[src/rtl/fnd_pkg.sv]
// Shared constants and helpers for the FND binary-to-BCD conversion path.
package fnd_pkg;

  localparam logic [3:0] BLANK_CODE_DEFAULT = 4'd10;

  localparam logic [1:0] ST_IDLE   = 2'd0;
  localparam logic [1:0] ST_SHIFT  = 2'd1;
  localparam logic [1:0] ST_FINISH = 2'd2;

  typedef enum logic [1:0] {
    IDLE   = ST_IDLE,
    SHIFT  = ST_SHIFT,
    FINISH = ST_FINISH
  } state_e;

  function automatic logic [63:0] pow10(input int n);
    logic [63:0] r;
    r = 64'd1;
    for (int i = 0; i < n; i++) begin
      r = r * 64'd10;
    end
    return r;
  endfunction

  // Smallest r with 2**r >= v; clog2(1) is 0.
  function automatic int clog2(input int v);
    int r;
    r = 0;
    for (int i = 0; i < 32; i++) begin
      if ((64'd1 << i) < 64'(v)) begin
        r = r + 1;
      end
    end
    return r;
  endfunction

endpackage

[src/rtl/bcd_blanker.sv]
// Final digit shaping: saturation to all nines and leading-zero blanking.
module bcd_blanker
  import fnd_pkg::*;
#(
  parameter int         DIGITS     = 4,
  parameter logic [3:0] BLANK_CODE = BLANK_CODE_DEFAULT
) (
  input  logic [4*DIGITS-1:0] raw,
  input  logic                blank_en,
  input  logic                ovf,
  output logic [4*DIGITS-1:0] digits
);

  logic [4*DIGITS-1:0] sat;

  always_comb begin
    sat = raw;
    if (ovf) begin
      for (int i = 0; i < DIGITS; i++) begin
        sat[4*i +: 4] = 4'd9;
      end
    end
  end

  // Walk down from the top nibble; the first nonzero nibble stops blanking.
  always_comb begin
    logic leading;
    digits  = sat;
    leading = blank_en;
    for (int i = DIGITS - 1; i >= 1; i--) begin
      if (leading && (sat[4*i +: 4] == 4'd0)) begin
        digits[4*i +: 4] = BLANK_CODE;
      end else begin
        leading = 1'b0;
      end
    end
  end

endmodule

[src/rtl/bcd_digit_converter.sv]
// Sequential double-dabble binary-to-BCD converter with start/busy/done handshake.
module bcd_digit_converter
  import fnd_pkg::*;
#(
  parameter int         BIN_W      = 14,
  parameter int         DIGITS     = 4,
  parameter logic [3:0] BLANK_CODE = BLANK_CODE_DEFAULT
) (
  input  logic                clk,
  input  logic                rst,
  input  logic                start,
  input  logic [BIN_W-1:0]    bin_in,
  input  logic                blank_en,
  output logic                busy,
  output logic                done,
  output logic [4*DIGITS-1:0] digits,
  output logic                overflow
);

  localparam int                SCR_W    = 4 * DIGITS;
  localparam int                CNT_W    = clog2(BIN_W) + 1;
  localparam logic [63:0]       LIMIT    = pow10(DIGITS) - 64'd1;
  localparam logic [CNT_W-1:0]  LAST_BIT = CNT_W'(BIN_W - 1);

  function automatic logic [SCR_W-1:0] reset_digits();
    logic [SCR_W-1:0] r;
    for (int i = 0; i < DIGITS; i++) begin
      r[4*i +: 4] = (i == 0) ? 4'd0 : BLANK_CODE;
    end
    return r;
  endfunction

  localparam logic [SCR_W-1:0] RESET_DIGITS = reset_digits();

  state_e             state_q, state_d;
  logic [BIN_W-1:0]   shift_q, shift_d;
  logic [SCR_W-1:0]   scratch_q, scratch_d;
  logic [CNT_W-1:0]   cnt_q, cnt_d;
  logic               ovf_q, ovf_d;
  logic               blank_q, blank_d;
  logic               busy_q, busy_d;
  logic               done_q, done_d;
  logic [SCR_W-1:0]   digits_q, digits_d;
  logic               overflow_q, overflow_d;

  logic [SCR_W-1:0]   adjusted;
  logic [SCR_W-1:0]   shaped;
  logic               in_ovf;

  // A value that cannot exceed the limit for this BIN_W folds to constant 0.
  assign in_ovf = (64'(bin_in) > LIMIT);

  always_comb begin
    adjusted = scratch_q;
    for (int i = 0; i < DIGITS; i++) begin
      if (scratch_q[4*i +: 4] >= 4'd5) begin
        adjusted[4*i +: 4] = scratch_q[4*i +: 4] + 4'd3;
      end
    end
  end

  bcd_blanker #(
    .DIGITS     (DIGITS),
    .BLANK_CODE (BLANK_CODE)
  ) u_blanker (
    .raw      (scratch_q),
    .blank_en (blank_q),
    .ovf      (ovf_q),
    .digits   (shaped)
  );

  always_comb begin
    state_d    = state_q;
    shift_d    = shift_q;
    scratch_d  = scratch_q;
    cnt_d      = cnt_q;
    ovf_d      = ovf_q;
    blank_d    = blank_q;
    busy_d     = busy_q;
    done_d     = 1'b0;
    digits_d   = digits_q;
    overflow_d = overflow_q;

    case (state_q)
      IDLE: begin
        if (start) begin
          shift_d   = bin_in;
          blank_d   = blank_en;
          ovf_d     = in_ovf;
          scratch_d = '0;
          cnt_d     = '0;
          busy_d    = 1'b1;
          state_d   = SHIFT;
        end
      end
      SHIFT: begin
        {scratch_d, shift_d} = {adjusted[SCR_W-2:0], shift_q, 1'b0};
        if (cnt_q == LAST_BIT) begin
          state_d = FINISH;
        end else begin
          cnt_d = cnt_q + CNT_W'(1);
        end
      end
      FINISH: begin
        digits_d   = shaped;
        overflow_d = ovf_q;
        busy_d     = 1'b0;
        done_d     = 1'b1;
        state_d    = IDLE;
      end
      default: begin
        busy_d  = 1'b0;
        state_d = IDLE;
      end
    endcase
  end

  always_ff @(posedge clk) begin
    if (rst) begin
      state_q    <= IDLE;
      shift_q    <= '0;
      scratch_q  <= '0;
      cnt_q      <= '0;
      ovf_q      <= 1'b0;
      blank_q    <= 1'b0;
      busy_q     <= 1'b0;
      done_q     <= 1'b0;
      digits_q   <= RESET_DIGITS;
      overflow_q <= 1'b0;
    end else begin
      state_q    <= state_d;
      shift_q    <= shift_d;
      scratch_q  <= scratch_d;
      cnt_q      <= cnt_d;
      ovf_q      <= ovf_d;
      blank_q    <= blank_d;
      busy_q     <= busy_d;
      done_q     <= done_d;
      digits_q   <= digits_d;
      overflow_q <= overflow_d;
    end
  end

  assign busy     = busy_q;
  assign done     = done_q;
  assign digits   = digits_q;
  assign overflow = overflow_q;

endmodule

[config.mk]
export PLATFORM = sky130hd
export DESIGN_NAME = bcd_digit_converter
export DESIGN_NICKNAME = d
export VERILOG_FILES = /design/src/rtl/fnd_pkg.sv /design/src/rtl/bcd_blanker.sv /design/src/rtl/bcd_digit_converter.sv
export SDC_FILE = /design/constraint.sdc
export NUM_CORES = 1
export LEC_CHECK = 0
export ABC_AREA = 1
export ABC_CLOCK_PERIOD_IN_PS = 2450
export BUFFER_PORTS_ARGS = -buffer_cell sky130_fd_sc_hd__buf_2
export CAP_MARGIN = 20
export CORE_AREA = 2 2 100 102
export DETAILED_ROUTE_END_ITERATION = 12
export DIE_AREA = 0 0 102 104
export MAX_ROUTING_LAYER = met4
export PLACE_DENSITY = 0.57
export SLEW_MARGIN = 20
export SYNTH_ARGS = -nofsm -noshare
export SYNTH_HDL_FRONTEND = slang
export SYNTH_HIERARCHICAL = 1
export SYNTH_SLANG_ARGS = --single-unit
[constraint.sdc]
create_clock -name clk -period 2.45 [get_ports clk]
set_input_delay 0.1225 -clock clk [delete_from_list [all_inputs] [get_ports clk]]
set_output_delay 0.1225 -clock clk [all_outputs]
set_load 0.1 [all_outputs]
==> results.cfg <==
[routing]
vias = 2683
routedWlPerCell_um = 11.1
drtPass1Iterations = 4
drc = 0
ant_nets = 0
viasPerCell = 4.56
routed_wirelength_um = 6540
drt_iter0_drc = 176

[clock_network]
htreeDepth = 3
clkTransAtPathRegs_ns = 0.07
cts_hold_buf = 0
cts_buffers = 9
cts.path.max_buffers = 2
clock_sinks = 58
cts-root-buf = clkbuf_8
tritoncts = built
clk_latency_ns = 0.34
post_cts_resized = 0
postCtsSetupRepairBufs = 0

[worst_setup_path]
cp_top_family = flip-flops
worstPathArrival_ns = 1.87
critPathRequiredTime_ns = 2.73
critical_path.max_fanout = 16
r2r-start = ovf_q
startpoint = ovf_q
cp.depth = 8
rrSetupSlack_ns = 0.86
cp_slowest_stage_delay_ns = 0.77
crit_top_cell = nand2_1
crit_buf_inv = 1
endpoint_kind = flop
start_kind = flop
critPathCapture = digits[5]
critPathKind = flop to flop
crit_chain = inv_2 -> nand2_2 -> nand2_1 -> nor2_4 -> nand3_2 -> nand2_1 -> nand2_1 -> nand3_1
crit_slowest_cell = dfxtp_1
reg2reg_to = digits[5]
reg2regPathDepth = 8

[die]
die_h_um = 104
rows = 36
start_util = 0.305
die_w_um = 102
ios = 37
die_area_um2 = 10600
core_um2 = 9550

[global_route]
groute.usage.overall = 0.133
grt_pass1_vias = 2401
antenna_found_initial = 0
grt_overflow = 0
grt_start_max_net_pins = 36
grt_pass1_wl_um = 11100

[yosys]
syn_area_um2 = 2910
syn_avg_cell_area_um2 = 6.95
syn_inst = 419
synth_nets = 447
synth_top_cell_by_area = dfxtp_1
seq_area_frac_synth = 0.399
yosysUniqueCellTypes = 31
ys_ff_latch = 58
ys_warn_count = 6
synth_top_area_share = 0.399
ys_top_cells_by_area = dfxtp_1, nand2_1, nor2_1

[power_and_ir_drop]
totalPowerFinal_mw = 2.00
cellPowerDensity_nw_per_um2 = 597
max-vdd-ir-drop_mv = 0.312
p_leak_nw = 1.52

[sta]
max-slew-margin-rel = 0.535
worst_pin_slew_ns = 0.697
worst_hold_slack_ns = 0.0527
setup_tns_ns = 0
rsz0062_at_grt = no
fin_crit_ns = 1.59
finalClockSkew_ns = 0.00762
slew_viol_final = 0
fmax_ghz = 0.628
finalCritPeriodShare = 0.650
setup_viol = 0
hold_viol = 0

[cells_and_area]
final_common_cell = nand2_1
fillers = 1036
final_cell_mix = nand2_1, nor2_1, dfxtp_1
multi_input_area_um2 = 1490
utilization = 0.351
area_growth_pct = 15.1
antenna_cells = 0
nets = 479
seq_area_um2 = 1160
design_area_um2 = 3350
drive_gt1_frac = 0.164

[min_path]
hold_class = input pin to flop

[placement]
dp_hpwl_um = 4610
placed_area_um2 = 3170
io_buffer_count = 36
place_congestion = 0.854

[run]
maxCapViolCount = 0

[status]
outcome = finished clean
## worst min path at each step
stage / start / to / slack (ns) / cells after the start
2_1_floorplan: rst / cnt_q[2] / 0.18 / 1
3_3_place_gp: blank_en / blank_q / 0.39 / 3
3_5_place_dp: bin_in[0] / shift_q[0] / 0.39 / 3
4_1_cts: bin_in[0] / shift_q[0] / 0.03 / 3
5_1_grt: bin_in[3] / shift_q[3] / 0.04 / 3
6_report: bin_in[3] / shift_q[3] / 0.05 / 3
## sequential cells by signal (all words and copies together) (netlist names)
signal,count
digits,16
scratch_q,16
shift_q,14
cnt_q,5
state_q,2
blank_q,1
busy,1
done,1
overflow,1
ovf_q,1
## synth_stat cells
cell	number
clkbuf_1	6
buf_2	3
buf_4	4
o21ai_1	4
a31oi_1	13
xnor2_1	1
nor2_4	4
nand3_2	1
or2_1	3
nor2_1	61
o21ai_2	1
a22oi_1	1
nand2_1	109
or2_2	2
nor3_1	1
inv_2	7
buf_6	3
nand2_4	2
a21oi_1	16
nand4_1	11
nand3_1	28
o21ai_0	23
nand2_2	4
dfxtp_1	58
ha_1	10
a21oi_2	1
nor2_2	1
o211ai_1	4
or2_4	1
o22ai_1	1
inv_1	35
## layer usage
layer,vias to the layer above,wire length (µm),global-route usage
met2,69,2910,0.195
met1,1189,3250,0.175
li1,1416,-,-
met4,0,66,0.0438
met3,9,306,0.0363
met5,-,0,-
## worst reg2reg max path, delay by kind of cell, from the launching register on
family	cells	cell delay, ns
and+or+nand+nor	7	0.62
buffers and inverters	1	0.14
DFF	1	0.77
## cell families after synthesis
family | Yosys count | share of synthesized area
flip-flops | 58 | 0.399
AO/OA/AOI/OAI | 64 | 0.123
XOR/XNOR | 1 | 0.00301
buffers and inverters | 58 | 0.0889
AND/OR/NAND/NOR | 228 | 0.344
adder cells (fa/ha/maj) | 10 | 0.0430
## area by class of cell
type / count / area share
timing repair buffer: 37 / 0.0560
tap: 133 / 0.0496
multi-input combinational: 303 / 0.445
inverter: 42 / 0.0470
clock buffer: 11 / 0.0392
sequential: 58 / 0.346
clock inverter: 5 / 0.0164
## through the flow
| stage | setup WS [ns] | cells |
|---|---|---|
| floorplan | 1.16 | 419 |
| CTS | 0.890 | 589 |
| finish | 0.858 | 589 |
| detailed placement | 0.903 | 573 |
| global route | 0.708 | 589 |
| global placement | 0.927 | 573 |
## where the power goes
part	total [mW]	switching (mW)	internal, mW
clock	0.849	0.383	0.466
combinational	0.161	0.108	0.0529
sequential	0.991	0.0211	0.970
Power figures use the tool's default switching activity.
